--- src/rtl/spart_rx_fifo.sv ---
// Oversampling serial receiver feeding a show-ahead receive FIFO.
// Frames are start, DATA_BITS (LSB first), optional parity, one stop bit.
module spart_rx_fifo #(
  parameter int DATA_BITS  = 8,
  parameter int PARITY_EN  = 0,
  parameter int PARITY_ODD = 0,
  parameter int OVERSAMPLE = 16,
  parameter int FIFO_DEPTH = 4,
  parameter int DIV_W      = 16
) (
  input  logic                          clk,
  input  logic                          rst,
  input  logic [DIV_W-1:0]              divisor,
  input  logic                          rxd,
  input  logic                          rd_en,
  input  logic                          clr_err,
  output logic [DATA_BITS-1:0]          rd_data,
  output logic                          rda,
  output logic [$clog2(FIFO_DEPTH):0]   count,
  output logic                          frame_err,
  output logic                          parity_err,
  output logic                          overrun
);

  localparam int PTR_W = $clog2(FIFO_DEPTH);
  localparam int CNT_W = PTR_W + 1;
  localparam int SC_W  = $clog2(OVERSAMPLE);
  localparam int BC_W  = $clog2(DATA_BITS);
  localparam logic [SC_W-1:0] SC_HALF = SC_W'(OVERSAMPLE / 2 - 1);
  localparam logic [SC_W-1:0] SC_LAST = SC_W'(OVERSAMPLE - 1);
  localparam logic [BC_W-1:0] BC_LAST = BC_W'(DATA_BITS - 1);

  typedef enum logic [2:0] {
    S_IDLE, S_START, S_DATA, S_PARITY, S_STOP, S_BREAK
  } state_t;

  state_t                 state_q, state_d;
  logic [DIV_W-1:0]       tick_cnt_q;
  logic                   tick;
  logic                   sync1_q, rxs_q;
  logic [SC_W-1:0]        sc_q, sc_d;
  logic [BC_W-1:0]        bc_q, bc_d;
  logic [DATA_BITS-1:0]   sh_q, sh_d;
  logic                   pp_q, pp_d;
  logic                   push, fe_set, pe_set;

  logic [DATA_BITS-1:0]   mem_q [FIFO_DEPTH];
  logic [PTR_W-1:0]       wr_ptr_q, wr_ptr_d, rd_ptr_q, rd_ptr_n;
  logic [CNT_W-1:0]       count_q, count_d;
  logic [DATA_BITS-1:0]   rd_data_q, rd_data_d;
  logic                   fe_q, pe_q, ov_q;
  logic                   full, empty, do_pop, do_push, ov_set;

  assign tick = (tick_cnt_q == '0);

  // Receive FSM: every transition is qualified by a baud tick.
  always_comb begin
    state_d = state_q;
    sc_d    = sc_q;
    bc_d    = bc_q;
    sh_d    = sh_q;
    pp_d    = pp_q;
    push    = 1'b0;
    fe_set  = 1'b0;
    pe_set  = 1'b0;
    if (tick) begin
      case (state_q)
        S_IDLE: begin
          if (!rxs_q) begin
            state_d = S_START;
            sc_d    = '0;
            pp_d    = 1'b0;
          end
        end
        S_START: begin
          if (sc_q == SC_HALF) begin
            sc_d = '0;
            bc_d = '0;
            state_d = rxs_q ? S_IDLE : S_DATA;
          end else begin
            sc_d = sc_q + SC_W'(1);
          end
        end
        S_DATA: begin
          if (sc_q == SC_LAST) begin
            sc_d = '0;
            sh_d = {rxs_q, sh_q[DATA_BITS-1:1]};
            bc_d = bc_q + BC_W'(1);
            if (bc_q == BC_LAST) state_d = (PARITY_EN != 0) ? S_PARITY : S_STOP;
          end else begin
            sc_d = sc_q + SC_W'(1);
          end
        end
        S_PARITY: begin
          if (sc_q == SC_LAST) begin
            sc_d    = '0;
            pp_d    = rxs_q ^ (^sh_q) ^ (PARITY_ODD != 0);
            state_d = S_STOP;
          end else begin
            sc_d = sc_q + SC_W'(1);
          end
        end
        S_STOP: begin
          if (sc_q == SC_LAST) begin
            sc_d = '0;
            if (rxs_q) begin
              push    = 1'b1;
              pe_set  = pp_q;
              state_d = S_IDLE;
            end else begin
              fe_set  = 1'b1;
              state_d = S_BREAK;
            end
          end else begin
            sc_d = sc_q + SC_W'(1);
          end
        end
        S_BREAK: begin
          if (rxs_q) state_d = S_IDLE;
        end
        default: state_d = S_IDLE;
      endcase
    end
  end

  // FIFO control; rd_data is recomputed only when the FIFO stays non-empty.
  always_comb begin
    full     = (count_q == CNT_W'(FIFO_DEPTH));
    empty    = (count_q == '0);
    do_pop   = rd_en & ~empty;
    do_push  = push & (~full | do_pop);
    ov_set   = push & full & ~do_pop;
    rd_ptr_n = do_pop  ? rd_ptr_q + PTR_W'(1) : rd_ptr_q;
    wr_ptr_d = do_push ? wr_ptr_q + PTR_W'(1) : wr_ptr_q;
    count_d  = count_q;
    case ({do_push, do_pop})
      2'b10:   count_d = count_q + CNT_W'(1);
      2'b01:   count_d = count_q - CNT_W'(1);
      default: count_d = count_q;
    endcase
    rd_data_d = rd_data_q;
    if (count_d != '0) begin
      rd_data_d = (do_push && (wr_ptr_q == rd_ptr_n)) ? sh_q : mem_q[rd_ptr_n];
    end
  end

  always_ff @(posedge clk) begin
    if (rst) begin
      tick_cnt_q <= divisor;
      sync1_q    <= 1'b1;
      rxs_q      <= 1'b1;
      state_q    <= S_IDLE;
      sc_q       <= '0;
      bc_q       <= '0;
      sh_q       <= '0;
      pp_q       <= 1'b0;
      wr_ptr_q   <= '0;
      rd_ptr_q   <= '0;
      count_q    <= '0;
      rd_data_q  <= '0;
      fe_q       <= 1'b0;
      pe_q       <= 1'b0;
      ov_q       <= 1'b0;
      for (int i = 0; i < FIFO_DEPTH; i++) mem_q[i] <= '0;
    end else begin
      tick_cnt_q <= tick ? divisor : tick_cnt_q - DIV_W'(1);
      sync1_q    <= rxd;
      rxs_q      <= sync1_q;
      state_q    <= state_d;
      sc_q       <= sc_d;
      bc_q       <= bc_d;
      sh_q       <= sh_d;
      pp_q       <= pp_d;
      wr_ptr_q   <= wr_ptr_d;
      rd_ptr_q   <= rd_ptr_n;
      count_q    <= count_d;
      rd_data_q  <= rd_data_d;
      fe_q       <= (fe_q & ~clr_err) | fe_set;
      pe_q       <= (pe_q & ~clr_err) | pe_set;
      ov_q       <= (ov_q & ~clr_err) | ov_set;
      if (do_push) mem_q[wr_ptr_q] <= sh_q;
    end
  end

  assign rd_data    = rd_data_q;
  assign rda        = ~empty;
  assign count      = count_q;
  assign frame_err  = fe_q;
  assign parity_err = pe_q;
  assign overrun    = ov_q;

endmodule

--- config.mk ---
export PLATFORM = sky130hd
export DESIGN_NAME = spart_rx_fifo
export DESIGN_NICKNAME = d
export VERILOG_FILES = /design/src/rtl/spart_rx_fifo.sv
export SDC_FILE = /design/constraint.sdc
export NUM_CORES = 1
export LEC_CHECK = 0
export BUFFER_PORTS_ARGS = -buffer_cell sky130_fd_sc_hd__buf_2
export CAP_MARGIN = 5
export CORE_MARGIN = 3
export CORE_UTILIZATION = 60
export CTS_CLUSTER_SIZE = 25
export DETAILED_ROUTE_END_ITERATION = 16
export GPL_ROUTABILITY_DRIVEN = 0
export PLACE_DENSITY = 0.91
export SLEW_MARGIN = 5
export SYNTH_ARGS = -nofsm -noshare
export SYNTH_HDL_FRONTEND = slang
export SYNTH_SLANG_ARGS = --single-unit
--- constraint.sdc ---
create_clock -name clk -period 4.6 [get_ports clk]
set_clock_uncertainty 0.1 [all_clocks]
set_input_delay 0.92 -clock clk [delete_from_list [all_inputs] [get_ports clk]]
set_output_delay 0.92 -clock clk [all_outputs]
set_load 0.05 [all_outputs]
* Word-level counts from Yosys, hierarchy flattened *
Memory sizes are Yosys's and may differ from the RTL's. A register that Yosys moved wholly into a read port is not among the register bits.
Cells that the tools add are included.

word-level totals
  flip-flop bits (word level) = 47
  RAM bits = 32
  output and inout port bits = 15
  word-level logic and storage cells = 114
  memories kept = 1

operators by class
  add/subtract/negate cells = 7
  eq/ne operators = 18
  mux-type cells = 43
  bitwise logic cells = 16
  reduce and logical (&&, ||, !) cells = 15

memory list
  name   words  width  read ports  clocked after memory_dff  wr ports  line  RTL
  mem_q  4      8      1           1                         4         47    logic [DATA_BITS-1:0] mem_q [FIFO_DEPTH];

operators by type and width
  cell                                                 number
  2-to-1 mux 16 bit                                    2
  2-to-1 mux 3 bit                                     10
  2-to-1 mux 1 bit                                     19
  case mux 3 bit (6 select lines)                      1
  zero test 16 bit                                     1
  subtractor 16 x 1 -> 16 bit (second input constant)  1
  != test 2 bit (second input constant)                7
  == test 3 bit (second input constant)                4
  2-to-1 mux 4 bit                                     3
  case mux 3 bit (2 select lines)                      2
  case mux 4 bit (3 select lines)                      1
  AND reduction 3 bit                                  3
  2-to-1 mux 8 bit                                     1
  AND reduction 8 bit                                  1
  OR reduction 8 bit                                   1
  parity 8 bit                                         1
  AND 1 bit                                            7
  adder 3 x 1 -> 3 bit (second input constant)         2
  == test 3 x 2 -> 1 bit (second input constant)       2
  zero test 3 bit                                      2
  2-to-1 mux 2 bit                                     3
  nonzero test 3 bit                                   2
  adder 2 x 1 -> 2 bit (second input constant)         2
  adder 4 x 1 -> 4 bit (second input constant)         1
  other kinds (13)                                     20

* Depth between registers and ports, before layout *
Gate-level depths: netlist of run 1.

  word-level depth = 10
  gate-level depth with buffers = 17
  mapped depth without buffers = 14

* Worst setup path after synthesis of run 1 *
OpenSTA, ideal clock, no wires.

  kind = register -> register
  start point = reg sc_q[0]
  end point = reg rd_data_q[6] (netlist: rd_data[6]) (read register of mem_q)
  library setup time = 91 ps
  data arrival time = 3541 ps
  slack = 868 ps
  stages on the path, launching flop included = 17
  period minus slack after synthesis = 3732 ps
  cells stage by stage = dfxtp_1 > ha_1 > and3_1 > clkbuf_1 > nand3_1 > or2_0 > clkbuf_1 > nand2_1 > nor2_1 > fa_1 > nand2b_1 > or4_1 > a211oi_1 > a211oi_2 > and2_1 > buf_2 > a311oi_1

between the ends
  word-level cells in the longest chain between the ends = 8
  elaborated cells between the ends (all ways) = 9

ends and longest elaborated chain
  what                                                     line  RTL
  start, declared                                          41    logic [SC_W-1:0] sc_q, sc_d;
  start signal, assigned                                   153   sc_q <= '0;
  start signal, assigned                                   170   sc_q <= sc_d;
  == test 4 bit (*)                                        104   if (sc_q == SC_LAST) begin
  2-to-1 mux 1 bit (*)                                     104
  2-to-1 mux 1 bit (*)                                     67    case (state_q)
  2-to-1 mux 1 bit (*)                                     66    if (tick) begin
  AND 1 bit (*)                                            131   do_push = push & (~full | do_pop);
  == test 2 x 1 -> 1 bit or == test 2 bit (tied branches)  136   case ({do_push, do_pop})
  case mux 3 bit (2 select lines) (*)                      136
  nonzero test 3 bit (*)                                   142   if (count_d != '0) begin
  end, declared                                            50    logic [DATA_BITS-1:0] rd_data_q, rd_data_d;

Every way passes the cells marked *; elsewhere a longest branch is shown, timed or not.
A chain may end at the register's enable or synchronous reset.

* Worst setup path after layout of run 1 *
  start point = reg state_q[2]
  end point = reg rd_data_q[6] (netlist: rd_data[6]) (read register of mem_q)

between the ends
  word-level cells in the longest chain between the ends = 7
  elaborated cells between the ends (all ways) = 8

ends and longest elaborated chain
  what                                                     line  RTL
  start, declared                                          37    state_t state_q, state_d;
  start signal, assigned                                   169   state_q <= state_d;
  == test 3 bit (*)                                        67
  2-to-1 mux 1 bit (*)                                     67
  2-to-1 mux 1 bit (*)                                     66
  AND 1 bit (*)                                            131
  == test 2 x 1 -> 1 bit or == test 2 bit (tied branches)  136
  case mux 3 bit (2 select lines) (*)                      136
  nonzero test 3 bit (*)                                   142

Marked as above.

==> flow_summary.ini, run 1 <==
[run_status]
status = finished, final reports clean

[synthesis]
synth_xor_area_share_pct = 5.29
synth_adder_area_share_pct = 1.57
ys_types = 62
synth_most_common_cell = dfxtp_1
synth.largest_area_cell = dfxtp_1
yosys.area_share.simple_pct = 25.6
synth_top_family_by_area = simple AND/OR/NAND/NOR gates
synth.avg_cell_area_sq_um = 9.89
synth_flop_cell = dfxtp_1
ys_seq_elements = 87
synth_edf_count = 32
synth_top_area_share_pct = 24.6
synth_compound_area_share_pct = 11.2
syn_area_sq_um = 4470
postSynthCellCount = 452
synth_mux_area_share_pct = 6.94
ys_async_sr_fraction_pct = 0
synth.area.top_cells = dfxtp_1, edfxtp_1, and2_1
syn_nets = 478
yosys_warnings = 0
yosysSeqAreaShare_pct = 46.1
synth_common_cells = dfxtp_1, nand2_1, nor2_1, and2_1, edfxtp_1

[cts]
post_cts_buffers = 0
numCtsBuffers = 9
clkLatencyLatePin_ps = 350
holdBufCountCts = 0
clkTransAtPathRegs_ps = 80
cts-htree-levels = 3
cts_sinks = 87
tritoncts = yes
clk_path_buf_depth = 2
cts_resized = 0
clockRootBuffer = clkbuf_8

[power_and_ir_drop]
peakVddDrop_uv = 177
power_per_cell_area_nw_per_um2 = 296
p_leak_nw = 1.74
finalPower_mw = 1.44

[hold_path]
min_path_type = flop to flop
whs_path_depth = 1
holdPathEnd = rxs_q
holdCritStartpoint = sync1_q

[sta]
worst_slew_pin_slew_ps = 1070
slew_headroom_pct = 28.7
drv_slew = 0
min_period_ps = 4270
period_share_pct = 92.8
rsz0062_at_grt = false
holdWs_ps = 336
setup_viol = 0
hold_violations = 0
final.setup.tns_ps = 0
fmax_mhz = 234

[layout]
area_delta_synth_final_pct = 8.39
finalNetCount = 498
antennaDiodeCount = 0
utilization_pct = 69.1
multi_input_area_sq_um = 2270
nFillCells = 515
final-seq-area_sq_um = 2060
drive_above_1_share_pct = 16.8
fin_cells = 573

[floorplan]
die_area_sq_um = 8520
core_area_sq_um = 7020
rows = 30
die_width_microns = 92.3
die_y_microns = 92.3
ios = 36
start_util_pct = 63.7

[placement]
placedCellCount = 557
io_buffers = 35
dp.final_hpwl_microns = 6520

[critical_path]
start_kind = flop
end_kind = flop
r2r_cells = 12
cp.arrival_ps = 4420
r2r-start = state_q[2]
critical_path_class = flop to flop
r2r_slack_ps = 330
cp_max_fo = 16
r2r-end = rd_data[6]
worstPathRequired_ps = 4750

[grt]
grt_pass1_wl_microns = 15400
met2_usage_pct = 37.3
top_usage_layer = met2
grt_pass1_vias = 3236
met1_usage_pct = 29.1
antenna_found_initial = 0
grt_max_degree = 33
grt_util_met3_pct = 5.04
grt-ovfl-total = 0
grt_usage_pct = 22.5

[detailed_routing]
drtPass1Iterations = 5
drcViolationCount = 0
drtIter0Drc = 227
wl_microns = 9270
viasPerCell = 6.01
vias = 3444
wire_per_inst_microns = 16.2
postRouteAntennaNets = 0

[flow_run]
max_cap_viol_count = 0
## layout make-up
class,count,area share [%]
Inverter,6,0.465
Clock inverter,3,0.336
Clock buffer,13,3.51
Tap cell,96,2.48
Sequential cell,87,42.5
Multi-Input combinational cell,331,46.7
Timing Repair Buffer,37,3.92
## metal layers
layer  part of all wire (%)  vias up
met5                      0        -
met4                    2.1        0
met3                    5.3       21
met2                     50      118
met1                     43     1648
li1                       -     1657
## power by group
part / internal [mW] / switching [mW]
combinational: 0.0382 / 0.0468
sequential: 0.823 / 0.0242
clock: 0.243 / 0.261
total: 1.10 / 0.332
## how the worst max path moves through the flow
stage          startpoint    endpoint  slack, ps
4_1_cts        state_q[2]  rd_data[0]        430
5_1_grt        state_q[2]  rd_data[0]         90
2_1_floorplan     sc_q[0]  rd_data[6]        870
3_5_place_dp   state_q[2]  rd_data[6]        460
6_report       state_q[2]  rd_data[6]        330
3_3_place_gp   state_q[2]  rd_data[6]        650
## placed cells by master (no fill, tap or decap), types with 16 or more instances in the layout
cell type  synthesis  layout
edfxtp_1          32      32
and2_1            35      35
nand2_1           42      42
a21oi_1           20      20
xnor2_1           16      16
buf_2             10      35
nor2_1            40      40
dfxtp_1           55      55
o21ai_0           20      20
nand3_1           18      18
## flip-flops by register name (all words and copies together), names as in the netlist
register    cells
mem_q          32
tick_cnt_q     16
rd_data         8
sh_q            8
sc_q            4
bc_q            3
count           3
state_q         3
rd_ptr_q        2
wr_ptr_q        2
frame_err       1
overrun         1
parity_err      1
pp_q            1
rxs_q           1
sync1_q         1
## logic make-up after synthesis
family / after synthesis
xor+xnor: 27
buf+inv: 34
mux: 21
flops: 87
fa+ha+maj: 5
compound gates: 75
simple gates: 203
## per-stage QoR
stage,area [sq um],worst slack (ps)
global placement,4660,652
floorplan,4470,868
CTS,4850,427
finish,4850,329
detailed placement,4660,460
global route,4850,88.9
## critical path, stage by stage (launching register included)
cell,delay (ps)
dfxtp_1,660
nor4bb_1,450
nand3_1,190
or2_0,340
nand2_1,160
nor2_1,70
fa_1,520
nand2b_1,210
or4_1,420
a211oi_1,260
a211oi_2,140
and2_1,290
a311oi_1,340
Power figures use the tool's default switching activity.
==> run 2: changes to the inputs <==
--- a/config.mk
+++ b/config.mk
@@ -8,11 +8,11 @@
 export BUFFER_PORTS_ARGS = -buffer_cell sky130_fd_sc_hd__buf_2
 export CAP_MARGIN = 5
 export CORE_MARGIN = 3
-export CORE_UTILIZATION = 60
+export CORE_UTILIZATION = 25
 export CTS_CLUSTER_SIZE = 25
 export DETAILED_ROUTE_END_ITERATION = 16
 export GPL_ROUTABILITY_DRIVEN = 0
-export PLACE_DENSITY = 0.91
+export PLACE_DENSITY = 0.51
 export SLEW_MARGIN = 5
 export SYNTH_ARGS = -nofsm -noshare
 export SYNTH_HDL_FRONTEND = slang
==> run 2 against run 1 <==
Compared with the run above:
- cell count increased by 24%
- critical path depth unchanged
- routed wire length increased by 9.6%
- count of clock-buffer cells in the layout decreased by 4
- clock power increased by 55%
- design area increased by 6.9%
- die area increased by 130%
- fmax increased by 5.2%
- power increased by 19%
- combinational power increased by 2%
- critical path type unchanged
- critical endpoint unchanged
- largest cell class unchanged
- highest routed layer unchanged
==> flow_summary.ini, run 2 (synthesis gave the netlist of run 1 again) <==
[run_status]
status = finished, final reports clean

[hold_path]
min_path_type = flop to flop
holdPathEnd = rxs_q
whs_path_depth = 1
holdCritStartpoint = sync1_q

[grt]
grt_usage_pct = 10.4
grt_max_degree = 32
antenna_found_initial = 0
grt_pass1_vias = 3136
grt-ovfl-total = 0
grt_pass1_wl_microns = 16400

[floorplan]
rows = 48
die_y_microns = 140
start_util_pct = 25.7
core_area_sq_um = 17400
die_area_sq_um = 19500
ios = 36
die_width_microns = 140

[sta]
fmax_mhz = 246
min_period_ps = 4060
drv_slew = 0
holdWs_ps = 323
hold_violations = 0
period_share_pct = 88.3
setup_viol = 0
slew_headroom_pct = 43.9
rsz0062_at_grt = false
final.setup.tns_ps = 0
worst_slew_pin_slew_ps = 841

[power_and_ir_drop]
peakVddDrop_uv = 201
p_switching_mw = 0.412
clock_power_share_pct = 45.5
finalPower_mw = 1.71
power_per_cell_area_nw_per_um2 = 330
comb_power_share_pct = 5.1
internal-power_mw = 1.30
p_leak_nw = 1.83
switching_share_pct = 24.0
p_seq_share_pct = 49.4

[cts]
post_cts_buffers = 0
clkLatencyLatePin_ps = 340
cts_resized = 0
clk_path_buf_depth = 2
holdBufCountCts = 0
numCtsBuffers = 9
cts-htree-levels = 3
clockRootBuffer = clkbuf_16
cts_sinks = 87
clkTransAtPathRegs_ps = 70
tritoncts = yes

[detailed_routing]
drtPass1Iterations = 5
drcViolationCount = 0
vias = 3372
viasPerCell = 4.76
drtIter0Drc = 323
wl_microns = 10200
postRouteAntennaNets = 0
wire_per_inst_microns = 14.3

[placement]
io_buffers = 35
dp.final_hpwl_microns = 7150

[critical_path]
critical_path_class = flop to flop
end_kind = flop
path_cells = nor4bb_1 -> nand3_1 -> or2_0 -> nand2_1 -> nor2_1 -> fa_1 -> nand2b_1 -> or4_1 -> a211oi_1 -> a211oi_2 -> and2_1 -> a311oi_1
start_kind = flop
worstPathRequired_ps = 4740
max_stage_delay_ps = 510
cp_slowest_cell = fa_1
r2r_cells = 12
r2r-end = rd_data[6]
r2r_slack_ps = 540
r2r-start = rxs_q
cp_max_fo = 9
cp.arrival_ps = 4200

[layout]
reg_top3 = mem_q (32), tick_cnt_q (16)
top_register = mem_q
final_cell_mix = dfxtp_1, nand2_1, nor2_1
largest_register_ffs = 32
finalNetCount = 504
utilization_pct = 29.8
antennaDiodeCount = 0
area_delta_synth_final_pct = 15.9
drive_above_1_share_pct = 18.2
final_common_cell = dfxtp_1

[flow_run]
max_cap_viol_count = 0
-- run 2: changes by cell type in the layout (fill, tap and decap cells not counted), sizes merged --
cell,change
buf,+6
clkbuf,-4
inv,+4
clkinv,-2
bufinv,+1
clkinvlp,+1
-- run 2: metrics by stage --
stage	cells	instance area, sq um	setup WS, ps
finish	708	5180	539
global route	708	5180	142
CTS	708	5180	516
detailed placement	692	4870	580
global placement	692	4870	694
floorplan	452	4470	868
-- run 2: worst max-delay path: cells and delay by family, from the launching register on --
family	cells	cell delay, ps
adders and majority gates	1	510
DFF	1	480
AOI/OAI and AO/OA	3	710
and+or+nand+nor	8	2170
-- run 2: power by group through the flow --
| stage | registers [mW] | logic, mW | clock network (mW) |
|---|---|---|---|
| final | 0.845 | 0.0870 | 0.780 |
| after global routing | 0.849 | 0.0981 | 0.831 |
| after CTS | 0.845 | 0.0888 | 0.800 |
| after detailed placement | 0.863 | 0.0880 | 0 |
| after global placement | 0.861 | 0.0885 | 0 |
| after floorplan | 0.857 | 0.0651 | 0 |
-- run 2: final cells by class --
| type | count | area (sq um) |
|---|---|---|
| clock buffers | 9 | 225 |
| fillers | 1820 | 12200 |
| inverters | 6 | 22.5 |
| well taps | 225 | 282 |
| clock inverters | 7 | 91.3 |
| repair buffers | 43 | 235 |
| multi-input cells | 331 | 2270 |
| flip-flops and latches | 87 | 2060 |
-- run 2: how the worst max path moves through the flow --
stage	from	end	slack [ps]
5_1_grt	rxs_q	rd_data[6]	140
6_report	rxs_q	rd_data[6]	540
2_1_floorplan	sc_q[0]	rd_data[6]	870
3_3_place_gp	rxs_q	rd_data[6]	690
3_5_place_dp	rxs_q	rd_data[6]	580
4_1_cts	rxs_q	rd_data[6]	520
-- run 2: metal layers --
layer / up-vias / wire length (microns) / GRT usage (%)
met5: - / 0 / 0
met1: 1618 / 4850 / 14.1
met2: 66 / 4710 / 16.7
li1: 1679 / - / -
met4: 0 / 144 / 3.16
met3: 9 / 445 / 2.30
==> run 3: changes to the inputs <==
--- a/config.mk
+++ b/config.mk
@@ -13,6 +13,8 @@
 export DETAILED_ROUTE_END_ITERATION = 16
 export GPL_ROUTABILITY_DRIVEN = 0
 export PLACE_DENSITY = 0.51
+export REMOVE_ABC_BUFFERS = 1
+export SKIP_LAST_GASP = 1
 export SLEW_MARGIN = 5
 export SYNTH_ARGS = -nofsm -noshare
 export SYNTH_HDL_FRONTEND = slang
==> run 3 against run 2 <==
Compared with the run above:
- sequential power about the same
- hold slack lost 9.2 ps
- flip-flop and latch count unchanged
- combinational power shrank 2%
- die area unchanged
- non-clock buffer count down 3
- cell count down 0.42%
- global-route usage fell by 0.32 points
- design area down 0.80%
- count of clock-buffer cells in the layout rose by 1
- utilization shrank 0.24 points
- largest cell class unchanged
- largest power group unchanged
==> flow_summary.ini, run 3 (synthesis gave the netlist of run 1 again) <==
[power_and_ir_drop]
peakVddDrop_uv = 185
power_per_cell_area_nw_per_um2 = 325
p_leak_nw = 1.80

[sta]
fmax_mhz = 244
rsz0062_at_grt = false
worst_slew_pin_slew_ps = 864
final.setup.tns_ps = 0
period_share_pct = 89.2
setup_viol = 0
min_period_ps = 4100
hold_violations = 0
setup_ws_ps = 498
slew_headroom_pct = 42.4
drv_slew = 0

[grt]
grt_pass1_vias = 3224
grt_max_degree = 39
grt_pass1_wl_microns = 16000
grt-ovfl-total = 0
grt_usage_pct = 10.1
antenna_found_initial = 0

[layout]
design_area_sq_um = 5140
reg_top3 = mem_q (32), tick_cnt_q (16)
area_delta_synth_final_pct = 15.0
nFillCells = 1834
top_register = mem_q
antennaDiodeCount = 0
drive_above_1_share_pct = 17.5
largest_register_ffs = 32
finalNetCount = 501
utilization_pct = 29.5
final_common_cell = dfxtp_1
final_cell_mix = dfxtp_1, nand2_1, nor2_1

[detailed_routing]
drtIter0Drc = 173
drcViolationCount = 0
postRouteAntennaNets = 0
vias = 3267
wl_microns = 9420
drtPass1Iterations = 4
viasPerCell = 4.63
wire_per_inst_microns = 13.4

[critical_path]
cp_max_fo = 9
cp.arrival_ps = 4260
worstPathRequired_ps = 4760
path_delay_family = simple AND/OR/NAND/NOR gates
end_kind = flop
max_stage_delay_ps = 510
critical_path_class = flop to flop
cp_slowest_cell = fa_1
path_cells = nor4bb_1 -> nand3_1 -> or2_0 -> nand2_1 -> nor2_1 -> fa_1 -> nand2b_1 -> or4_1 -> a211oi_1 -> a211oi_2 -> and2_1 -> a311oi_1
start_kind = flop
cp_num_buf_inv = 0

[placement]
dp.final_hpwl_microns = 6800
place_area_sq_um = 4840
io_buffers = 35
dp_slack_ps = 522

[cts]
clk_path_buf_depth = 2
tritoncts = yes
numCtsBuffers = 9
clkTransAtPathRegs_ps = 70
cts_sinks = 87
clkLatencyLatePin_ps = 350
post_cts_buffers = 0
clockRootBuffer = clkbuf_16
cts_resized = 0
holdBufCountCts = 0
cts-htree-levels = 3

[flow_run]
max_cap_viol_count = 0

[hold_path]
min_path_type = flop to flop

[floorplan]
die_area_sq_um = 19500
start_util_pct = 25.7
core_area_sq_um = 17400
ios = 36
die_width_microns = 140
die_y_microns = 140
rows = 48

[run_status]
status = finished, final reports clean
## run 3: power by group
part	total (mW)	internal, mW	leakage [nW]	switching (mW)
sequential	0.846	0.824	0.773	0.0221
clock	0.737	0.424	0.143	0.314
combinational	0.0852	0.0382	0.884	0.0470
total	1.67	1.29	1.80	0.383
## run 3: final cells by class
class | count | area (sq um) | area share [%]
inverters | 6 | 22.5 | 0.438
repair buffers | 40 | 213 | 4.14
well taps | 225 | 282 | 5.47
flip-flops and latches | 87 | 2060 | 40.1
clock buffers | 10 | 229 | 4.45
multi-input cells | 331 | 2270 | 44.1
clock inverters | 6 | 68.8 | 1.34
## run 3: final timing paths
kind / from / to / slack, ps / cells after the start
setup / recovery: rxs_q / rd_data[6] / 500 / 12
setup reg to reg: rxs_q / rd_data[6] / 500 / 12
hold reg to reg: sync1_q / rxs_q / 310 / 1
hold / removal: sync1_q / rxs_q / 310 / 1
## run 3: routing by layer
layer / part of all wire [%] / wire length (microns) / GRT usage [%] / vias to the layer above
li1: - / - / - / 1663
met1: 47 / 4470 / 13.0 / 1541
met2: 46 / 4380 / 16.0 / 53
met3: 4.2 / 399 / 2.89 / 10
met4: 1.8 / 174 / 4.23 / 0
met5: 0 / 0 / 0 / -
## run 3: through the flow
stage          total power [mW]  hold WS (ps)  instances
2_1_floorplan             0.914           289        424
3_3_place_gp              0.947           303        689
3_5_place_dp              0.949           303        689
4_1_cts                    1.70           318        705
5_1_grt                    1.73           328        705
6_report                   1.67           314        705
